$ cat src/rtl/leaf_packet_tx_pkg.sv
// Shared definitions for the leaf transmit packetizer: packet field layout,
// credit constants and the FSM state type.
package leaf_packet_tx_pkg;

  localparam int PAYLOAD_BITS          = 32;
  localparam int NUM_LEAF_BITS         = 5;
  localparam int NUM_PORT_BITS         = 4;
  localparam int NUM_ADDR_BITS         = 7;
  localparam int PACKET_BITS           = 1 + NUM_LEAF_BITS + NUM_PORT_BITS + NUM_ADDR_BITS + PAYLOAD_BITS;
  localparam int FREESPACE_UPDATE_SIZE = 64;

  localparam int ADDR_LSB  = PAYLOAD_BITS;
  localparam int PORT_LSB  = ADDR_LSB + NUM_ADDR_BITS;
  localparam int LEAF_LSB  = PORT_LSB + NUM_PORT_BITS;
  localparam int VALID_BIT = LEAF_LSB + NUM_LEAF_BITS;

  // One credit per receiver buffer entry; one extra bit so the full count fits.
  localparam int CREDIT_BITS = NUM_ADDR_BITS + 1;
  localparam int CREDIT_INIT = 2 ** NUM_ADDR_BITS;

  typedef logic [PACKET_BITS-1:0] packet_t;

  typedef enum logic {ST_RUN, ST_STALL} tx_state_e;

  function automatic packet_t make_packet(input logic [NUM_LEAF_BITS-1:0] leaf,
                                          input logic [NUM_PORT_BITS-1:0] port,
                                          input logic [NUM_ADDR_BITS-1:0] addr,
                                          input logic [PAYLOAD_BITS-1:0]  payload);
    return {1'b1, leaf, port, addr, payload};
  endfunction

endpackage

$ cat src/rtl/leaf_packet_tx_if.sv
// User-stream and BFT-side signals of one leaf transmit port. The packetizer
// takes the master view; the user kernel / BFT environment takes the slave view.
interface leaf_packet_tx_if;
  import leaf_packet_tx_pkg::*;

  logic [PAYLOAD_BITS-1:0]  din_user2tx;
  logic                     vld_user2tx;
  logic                     ack_tx2user;
  logic [NUM_LEAF_BITS-1:0] dst_leaf;
  logic [NUM_PORT_BITS-1:0] dst_port;
  logic                     freespace_upd;
  packet_t                  dout_tx2bft;
  logic                     bft_ready;
  logic [CREDIT_BITS-1:0]   credits;

  modport master (
    input  din_user2tx, vld_user2tx, dst_leaf, dst_port, freespace_upd, bft_ready,
    output ack_tx2user, dout_tx2bft, credits
  );

  modport slave (
    output din_user2tx, vld_user2tx, dst_leaf, dst_port, freespace_upd, bft_ready,
    input  ack_tx2user, dout_tx2bft, credits
  );
endinterface

$ cat src/rtl/leaf_packet_tx_skid.sv
// Two-entry packet buffer between user acceptance and BFT issue. Head is shown
// as all-zero when empty so the BFT never sees a stale valid bit.
module leaf_packet_tx_skid
  import leaf_packet_tx_pkg::*;
(
  input  logic       clk,
  input  logic       rst,
  input  logic       push,
  input  packet_t    push_pkt,
  input  logic       pop,
  output packet_t    head,
  output logic [1:0] count
);

  packet_t pkt_p0, pkt_p1;
  logic    vld_p0, vld_p1;
  logic    pop_ok;

  assign pop_ok = pop & vld_p0;

  // Occupancy control: vld_p1 is only ever set while vld_p0 is set.
  always_ff @(posedge clk or posedge rst) begin
    if (rst) begin
      vld_p0 <= 1'b0;
      vld_p1 <= 1'b0;
    end else if (push && !pop_ok) begin
      if (vld_p0) vld_p1 <= 1'b1;
      else        vld_p0 <= 1'b1;
    end else if (pop_ok && !push) begin
      vld_p0 <= vld_p1;
      vld_p1 <= 1'b0;
    end
  end

  // Data slots: p0 is the head, p1 the overflow entry.
  always_ff @(posedge clk) begin
    if (pop_ok) begin
      pkt_p0 <= vld_p1 ? pkt_p1 : push_pkt;
      if (push) pkt_p1 <= push_pkt;
    end else if (push) begin
      if (!vld_p0)      pkt_p0 <= push_pkt;
      else if (!vld_p1) pkt_p1 <= push_pkt;
    end
  end

  assign head  = vld_p0 ? pkt_p0 : '0;
  assign count = 2'(vld_p0) + 2'(vld_p1);

endmodule

$ cat src/rtl/leaf_packet_tx.sv
// Leaf transmit packetizer: wraps user words into BFT packets with sequence
// address, and throttles acceptance on receiver credits and skid occupancy.
module leaf_packet_tx
  import leaf_packet_tx_pkg::*;
(
  input logic              clk_bft,
  input logic              reset,
  leaf_packet_tx_if.master bus
);

  logic [CREDIT_BITS-1:0]   credits_q, credits_nxt;
  logic [CREDIT_BITS:0]     credit_sum;
  logic [NUM_ADDR_BITS-1:0] addr_q;
  logic                     ack_q, ack_nxt;
  tx_state_e                state_q, state_nxt;
  logic                     xfer, pop;
  logic [1:0]               count, count_nxt;
  packet_t                  head;

  function automatic logic [CREDIT_BITS-1:0] sat_credits(input logic [CREDIT_BITS:0] v);
    if (int'(v) > CREDIT_INIT) return CREDIT_BITS'(CREDIT_INIT);
    return v[CREDIT_BITS-1:0];
  endfunction

  assign xfer = bus.vld_user2tx & ack_q;
  assign pop  = head[VALID_BIT] & bus.bft_ready;

  // Credits are spent at acceptance, so a buffered packet already owns its slot.
  assign credit_sum  = {1'b0, credits_q}
                     + (bus.freespace_upd ? (CREDIT_BITS+1)'(FREESPACE_UPDATE_SIZE) : '0)
                     - (CREDIT_BITS+1)'(xfer);
  assign credits_nxt = sat_credits(credit_sum);
  assign count_nxt   = count + 2'(xfer) - 2'(pop);

  always_ff @(posedge clk_bft or posedge reset) begin
    if (reset) state_q <= ST_RUN;
    else       state_q <= state_nxt;
  end

  always_comb begin
    state_nxt = state_q;
    ack_nxt   = 1'b0;
    case (state_q)
      ST_RUN:   if (xfer && credits_q == CREDIT_BITS'(1) && !bus.freespace_upd) state_nxt = ST_STALL;
      ST_STALL: if (bus.freespace_upd) state_nxt = ST_RUN;
    endcase
    ack_nxt = (state_nxt == ST_RUN) && (count_nxt < 2'd2) && (credits_nxt != '0);
  end

  always_ff @(posedge clk_bft or posedge reset) begin
    if (reset) begin
      credits_q <= CREDIT_BITS'(CREDIT_INIT);
      addr_q    <= '0;
      ack_q     <= 1'b0;
    end else begin
      credits_q <= credits_nxt;
      ack_q     <= ack_nxt;
      if (xfer) addr_q <= addr_q + 1'b1;
    end
  end

  // An update must never push credits past the receiver buffer depth.
  always @(posedge clk_bft) begin
    if (!reset && bus.freespace_upd)
      credit_overflow: assert (int'(credit_sum) <= CREDIT_INIT);
  end

  leaf_packet_tx_skid u_skid (
    .clk      (clk_bft),
    .rst      (reset),
    .push     (xfer),
    .push_pkt (make_packet(bus.dst_leaf, bus.dst_port, addr_q, bus.din_user2tx)),
    .pop      (pop),
    .head     (head),
    .count    (count)
  );

  assign bus.dout_tx2bft = head;
  assign bus.ack_tx2user = ack_q;
  assign bus.credits     = credits_q;

endmodule

$ cat src/flat_wrapper.sv
// flat-port wrapper written by rule: the top's interface ports become plain ports
module leaf_packet_tx_flat import leaf_packet_tx_pkg::*;
  (clk_bft, reset, bus_din_user2tx, bus_vld_user2tx, bus_dst_leaf, bus_dst_port, bus_freespace_upd, bus_bft_ready, bus_ack_tx2user, bus_dout_tx2bft, bus_credits);
  leaf_packet_tx_if bus_i ();
  input logic clk_bft;
  input logic reset;
  input wire logic [$bits(bus_i.din_user2tx)-1:0] bus_din_user2tx;
  input wire logic [$bits(bus_i.vld_user2tx)-1:0] bus_vld_user2tx;
  input wire logic [$bits(bus_i.dst_leaf)-1:0] bus_dst_leaf;
  input wire logic [$bits(bus_i.dst_port)-1:0] bus_dst_port;
  input wire logic [$bits(bus_i.freespace_upd)-1:0] bus_freespace_upd;
  input wire logic [$bits(bus_i.bft_ready)-1:0] bus_bft_ready;
  output wire logic [$bits(bus_i.ack_tx2user)-1:0] bus_ack_tx2user;
  output wire logic [$bits(bus_i.dout_tx2bft)-1:0] bus_dout_tx2bft;
  output wire logic [$bits(bus_i.credits)-1:0] bus_credits;
  assign bus_i.din_user2tx = bus_din_user2tx;
  assign bus_i.vld_user2tx = bus_vld_user2tx;
  assign bus_i.dst_leaf = bus_dst_leaf;
  assign bus_i.dst_port = bus_dst_port;
  assign bus_i.freespace_upd = bus_freespace_upd;
  assign bus_i.bft_ready = bus_bft_ready;
  assign bus_ack_tx2user = bus_i.ack_tx2user;
  assign bus_dout_tx2bft = bus_i.dout_tx2bft;
  assign bus_credits = bus_i.credits;
  leaf_packet_tx u_core (.clk_bft(clk_bft), .reset(reset), .bus(bus_i));
endmodule
$ cat config.mk
export PLATFORM = sky130hd
export DESIGN_NAME = leaf_packet_tx_flat
export DESIGN_NICKNAME = d
export VERILOG_FILES = /design/src/rtl/leaf_packet_tx_pkg.sv /design/src/rtl/leaf_packet_tx_if.sv /design/src/rtl/leaf_packet_tx_skid.sv /design/src/rtl/leaf_packet_tx.sv /design/src/flat_wrapper.sv
export SDC_FILE = /design/constraint.sdc
export NUM_CORES = 1
export LEC_CHECK = 0
export ABC_AREA = 1
export CAP_MARGIN = 20
export CORE_ASPECT_RATIO = 1.25
export CORE_MARGIN = 1
export CORE_UTILIZATION = 45
export DETAILED_ROUTE_END_ITERATION = 8
export PLACE_DENSITY = 0.69
export RECOVER_POWER = 100
export SLEW_MARGIN = 20
export SYNTH_ARGS = -nofsm -noshare
export SYNTH_HDL_FRONTEND = slang
export SYNTH_HIERARCHICAL = 1
export SYNTH_SLANG_ARGS = --single-unit
$ cat constraint.sdc
create_clock -name clk_bft -period 6.8 [get_ports clk_bft]
set_input_delay 1.7 -clock clk_bft [delete_from_list [all_inputs] [get_ports clk_bft]]
set_output_delay 1.7 -clock clk_bft [all_outputs]
set_load 0.01 [all_outputs]
* Yosys cells after proc, flatten, opt, wreduce, memory -nomap -nowiden
Index checks and enable logic that the tools add are counted.
** Word-level totals
- Word-level logic and storage cells :: 61
- Flip-flop bits (word level) :: 117
- Output and inout port bits :: 58
** Operators by class
- Add/subtract/negate cells :: 6
- Mux-type cells :: 21
- Reductions and logical operators :: 16
- Bitwise logic cells :: 5
- Equal/unequal tests :: 3
- Magnitude comparators :: 2
** Operator list (count)
- 49-bit 2-to-1 mux :: 9
- 8-bit 2-to-1 mux :: 2
- 8-bit by 9-bit adder with 9-bit output :: 1
- 9-bit by 8-bit greater-than comparator with 1-bit output, second input constant :: 1
- 9-bit by 1-bit subtractor with 9-bit output :: 1
- 8-bit by 1-bit == test with 1-bit output, second input constant :: 1
- 1-bit 2-to-1 mux :: 8
- 8-bit nonzero test :: 1
- 7-bit by 1-bit adder with 7-bit output, second input constant :: 1
- 7-bit 2-to-1 mux :: 1
- 1-bit logical AND :: 6
- 2-bit AND reduction :: 3
- 2-bit nonzero test :: 3
- 1-bit AND :: 3
- 1-bit logical NOT :: 3
- 1-bit by 1-bit adder with 2-bit output :: 1
- 2-bit by 1-bit adder with 2-bit output :: 1
- 2-bit < comparator, second input constant :: 1
- 2-bit by 1-bit != test with 1-bit output, second input constant :: 1
- 2-bit != test, second input constant :: 1
- 1-bit NOT :: 2
- 1-bit case mux with 2 select lines :: 1
- 2-bit by 1-bit subtractor with 2-bit output :: 1

* Depth between registers and ports, before layout
- Depth after elaboration :: 8
- Mapped depth :: 16
- Gate-level depth less buffers :: 16

* Modules after synthesis
Netlist, hierarchy kept.
** By module, submodules not included
- leaf_packet_tx_skid :: area an instance 5357.6 um^2, instances 1, cells an instance 695, sequential area each 2992.9 um^2
- leaf_packet_tx :: area an instance 1209.9 um^2, instances 1, cells an instance 156, sequential area each 426.7 um^2

* Least setup slack after synthesis
Ideal clock, no wire load.
- Path kind :: in2reg
- Start :: input port bus_vld_user2tx
- End :: register u_core.u_skid.pkt_p0[0], enable pin
- Stages :: 4
- Slack :: 773 ps
- Arrival time :: 5503 ps
- Cells stage by stage :: nand2_1 > inv_1 > inv_1 > o21ai_0
** On the way
- Longest elaborated chain between the ends :: 3
** Ends and longest elaborated chain
- from (decl) :: line flat_wrapper.sv:8 : input wire logic [$bits(bus_i.vld_user2tx)-1:0] bus_vld_user2tx;
- 1-bit AND :: line leaf_packet_tx.sv:25 : assign xfer = bus.vld_user2tx & ack_q;
- named net u_core.xfer :: line leaf_packet_tx.sv:16 : logic xfer, pop;
- 2-bit nonzero test (no line)
- 2-bit AND reduction (no line)
- to (signal assigned) :: line leaf_packet_tx_skid.sv:38 : pkt_p0 <= vld_p1 ? pkt_p1 : push_pkt;
- to (signal assigned) :: line leaf_packet_tx_skid.sv:41 : if (!vld_p0) pkt_p0 <= push_pkt;
- to (decl) :: line leaf_packet_tx_skid.sv:15 : packet_t pkt_p0, pkt_p1;
The timed path passes the listed nets, and every way through them passes these cells.
A chain may end at the register's enable or synchronous reset.

* Final worst setup path
- Start :: input port bus_bft_ready
- End :: register u_core.u_skid.pkt_p0[36] (data pin)
** On the way
- Longest elaborated chain between the ends :: 3
** Ends and longest elaborated chain
- from (decl) :: line flat_wrapper.sv:12 : input wire logic [$bits(bus_i.bft_ready)-1:0] bus_bft_ready;
- 1-bit AND :: line leaf_packet_tx.sv:26 : assign pop = head[VALID_BIT] & bus.bft_ready;
- named net u_core.pop :: line leaf_packet_tx.sv:16
- 1-bit AND :: line leaf_packet_tx_skid.sv:19 : assign pop_ok = pop & vld_p0;
- 49-bit 2-to-1 mux :: line leaf_packet_tx_skid.sv:37 : if (pop_ok) begin
The timed path passes the listed nets, and every way through them passes these cells.

==> reports/qor.yml <==
status: "finished with violations"
failed_checks: "capacitance limit, slew limit"
clk_pin_slew_ns: 0.05
gr-usage-met1: 0.254
fin_setup_tns_ns: 0
path_max_fanout: 50
first_pass_iters: 5
post-cts-setup-buffer-count: 0
critPathRequiredTime_ns: 6.96
htreeDepth: 4
r2r_slack_ns: 2.09
fin_nets: 1005
drt_iter0_drc: 324
clkPwrFrac: 0.240
cts_resized: 0
finalHoldViolations: 0
worstPathArrival_ns: 5.20
ys_warn_count: 6
syn_to_final_growth_pct: 24.3
portBuffers: 103
die_w_um: 110
utilization: 0.569
cts.path.max_buffers: 2
drc: 0
clkLatencyLatePin_ns: 0.40
wl_per_cell_um: 12.2
r2r-end: "u_core/u_skid/pkt_p0[36]"
period_minus_slack_ns: 5.05
timing.fmax_mhz: 198
globalplace.congestion: 0.844
fp.dieH_um: 137
gr-usage-met2: 0.319
criticalPathCategory: "primary input to flop"
leakage_nw: 4.23
gr-usage-met3: 0.0448
gr-total-overflow: 0
register_area_sq_um: 3420
rsz0062_at_grt: "no"
synth_area_per_cell_sq_um: 7.72
grt_pass1_vias: 4706
hold_class: "flop to flop"
cts_sinks: 117
cts_root_buf: "clkbuf_16"
r2r_cells: 9
tightest_slew_ns: 1.85
finalHoldWorstSlack_ns: 0.499
core_sq_um: 14300
initial_utilization: 0.458
fp.dieArea_sq_um: 15100
p_per_area_nw_per_um2: 423
yosysSeqAreaShare: 0.521
cts-buffers-inserted: 17
dp_slack_ns: 2.51
diodes: 0
fin_crit_sh: 0.742
maxCapViolCount: 3
dpl.hpwl_mm: 8.75
cts_tree: "done"
r2r_start: "u_core/u_skid/vld_p0"
antenna_found_initial: 0
vias: 5337
drive_above_1_share: 0.0556
syn-instance-count: 851
ys_ff_latch: 117
setup_violations: 0
slew_headroom: -0.236
netlist_area_sq_um: 6570
drv_slew: 137
grt.busiest_layer: "met2"
multi_input_area_sq_um: 2550
combPwrFrac: 0.404
finClkSkew_ns: 0.00595
fin_ws_ns: 1.75
min_from: "u_core/state_q"
yosys.cell_types.count: 27
p_total_w: 0.00345
end_kind: "flop"
ioPinCount: 104
hold_depth: 1
viasPerCell: 4.71
hold_end: "u_core/state_q"
totalWireLength_mm: 13.8
cts-hold-fix-buffers: 0
peakVddDrop_mv: 0.259
start_kind: "primary input"
switchingPower_w: 0.00130
swShare: 0.377
grt_first_pass_wirelength_mm: 22.5
detail-route-antenna-nets: 0
power.internal_w: 0.00215
track_usage: 0.194
power.share.sequential: 0.356
fillers: 1332
rows: 49
grt_max_degree: 65
[cell families (layout without fill, tap and decap cells)]
| family | Yosys count | count (layout) | share of synthesized area |
|---|---|---|---|
| compound gates | 6 | 6 | 0.00552 |
| fa+ha+maj | 17 | 17 | 0.0335 |
| other cells | 1 | 3 | 0.000571 |
| xor+xnor | 10 | 10 | 0.0145 |
| flops | 117 | 117 | 0.521 |
| simple gates | 567 | 567 | 0.335 |
| buf+inv | 133 | 234 | 0.0903 |
[sequential cells by signal (all words and copies together), names as in the netlist]
register                flops
u_core/bus.credits          8
u_core/u_skid/vld_p0        1
u_core/bus.ack_tx2user      1
u_core/u_skid/vld_p1        1
u_core/addr_q               7
u_core/u_skid/pkt_p1       49
u_core/state_q              1
u_core/u_skid/pkt_p0       49
[cell type report]
cell class / count / area share
clock inverter: 12 / 0.0139
sequential: 117 / 0.419
multi-input combinational: 603 / 0.313
timing repair buffer: 108 / 0.130
clock buffer: 19 / 0.0530
tap: 178 / 0.0273
inverter: 95 / 0.0438
[power by group through the flow]
stage / registers (W) / clock network, W / logic [W]
finish: 0.00123 / 0.000828 / 0.00140
global route: 0.00126 / 0.000874 / 0.00160
CTS: 0.00124 / 0.000842 / 0.00147
detailed placement: 0.00125 / 0 / 0.00146
global placement: 0.00124 / 0 / 0.00144
floorplan: 0.00117 / 0 / 0.00104
[critical path, cell delays in order]
cell and delay, ns:
dlygate4sd3_1 0.54, nand2_1 0.06, inv_1 0.07, nand2_4 0.33, clkinvlp_2 1.47, buf_4 0.80, nand2_1 0.15, nand2_1 0.06
[worst max path at each step]
stage                              start                       end  slack (ns)  cells after the start
finish                     bus_bft_ready  u_core/u_skid/pkt_p0[36]        1.75                      8
global route               bus_bft_ready  u_core/u_skid/pkt_p0[17]        1.41                      8
floorplan                bus_vld_user2tx   u_core/u_skid/pkt_p0[0]        0.77                      4
detailed placement         bus_bft_ready  u_core/u_skid/pkt_p0[23]        2.51                      7
CTS                 u_core/u_skid/vld_p0       bus_dout_tx2bft[48]        2.73                      3
global placement           bus_bft_ready  u_core/u_skid/pkt_p0[33]        2.56                      7
[synthesized netlist by cell type]
library cell  number  area, sq um
dfrtp_1           18          450
xor2_1             5         43.8
edfxtp_1          98         2940
inv_2              3         11.3
buf_2             25          125
ha_1              16          200
nor3_1             2         10.0
conb_1             1         3.75
nand2_4            2         22.5
o21a_1             1         7.51
nor2_2             9         56.3
fa_1               1         20.0
nand2_2            4         25.0
buf_6              3         33.8
xnor2_1            4         35.0
nor2_1            10         37.5
buf_4             10         75.1
xor2_2             1         16.3
nand3_1           11         55.1
nand2_1          526         1970
a21oi_1            1         5.00
inv_1             91          342
inv_4              1         6.26
a21oi_2            1         8.76
o21ai_0            3         15.0
dfstp_2            1         26.3
nand4_1            3         18.8
[stage by stage]
step	instance area, sq um	std cells
final	8170	1132
after floorplan	6580	853
after CTS	8190	1131
after detailed placement	7640	1100
after global routing	8170	1132
after global placement	7640	1100
[routing by layer]
metal	part of all wire	vias to the layer above
li1	-	2756
met1	0.45	2433
met2	0.49	135
met3	0.052	13
met4	0.010	0
met5	0	-
[cell usage in the layout, fill, tap and decap left out, types with 4 or more instances in the layout]
| master | count |
|---|---|
| edfxtp_1 | 98 |
| inv_1 | 91 |
| clkbuf_16 | 17 |
| clkinv_2 | 7 |
| clkdlybuf4s50_1 | 43 |
| dfrtp_1 | 17 |
| nand3_1 | 11 |
| nor2_1 | 11 |
| xnor2_1 | 4 |
| dlygate4sd3_1 | 60 |
| nand2_2 | 4 |
| ha_1 | 16 |
| nand2_1 | 527 |
| buf_4 | 4 |
| xor2_1 | 5 |
| nor2_2 | 8 |
Power figures use the tool's default switching activity.
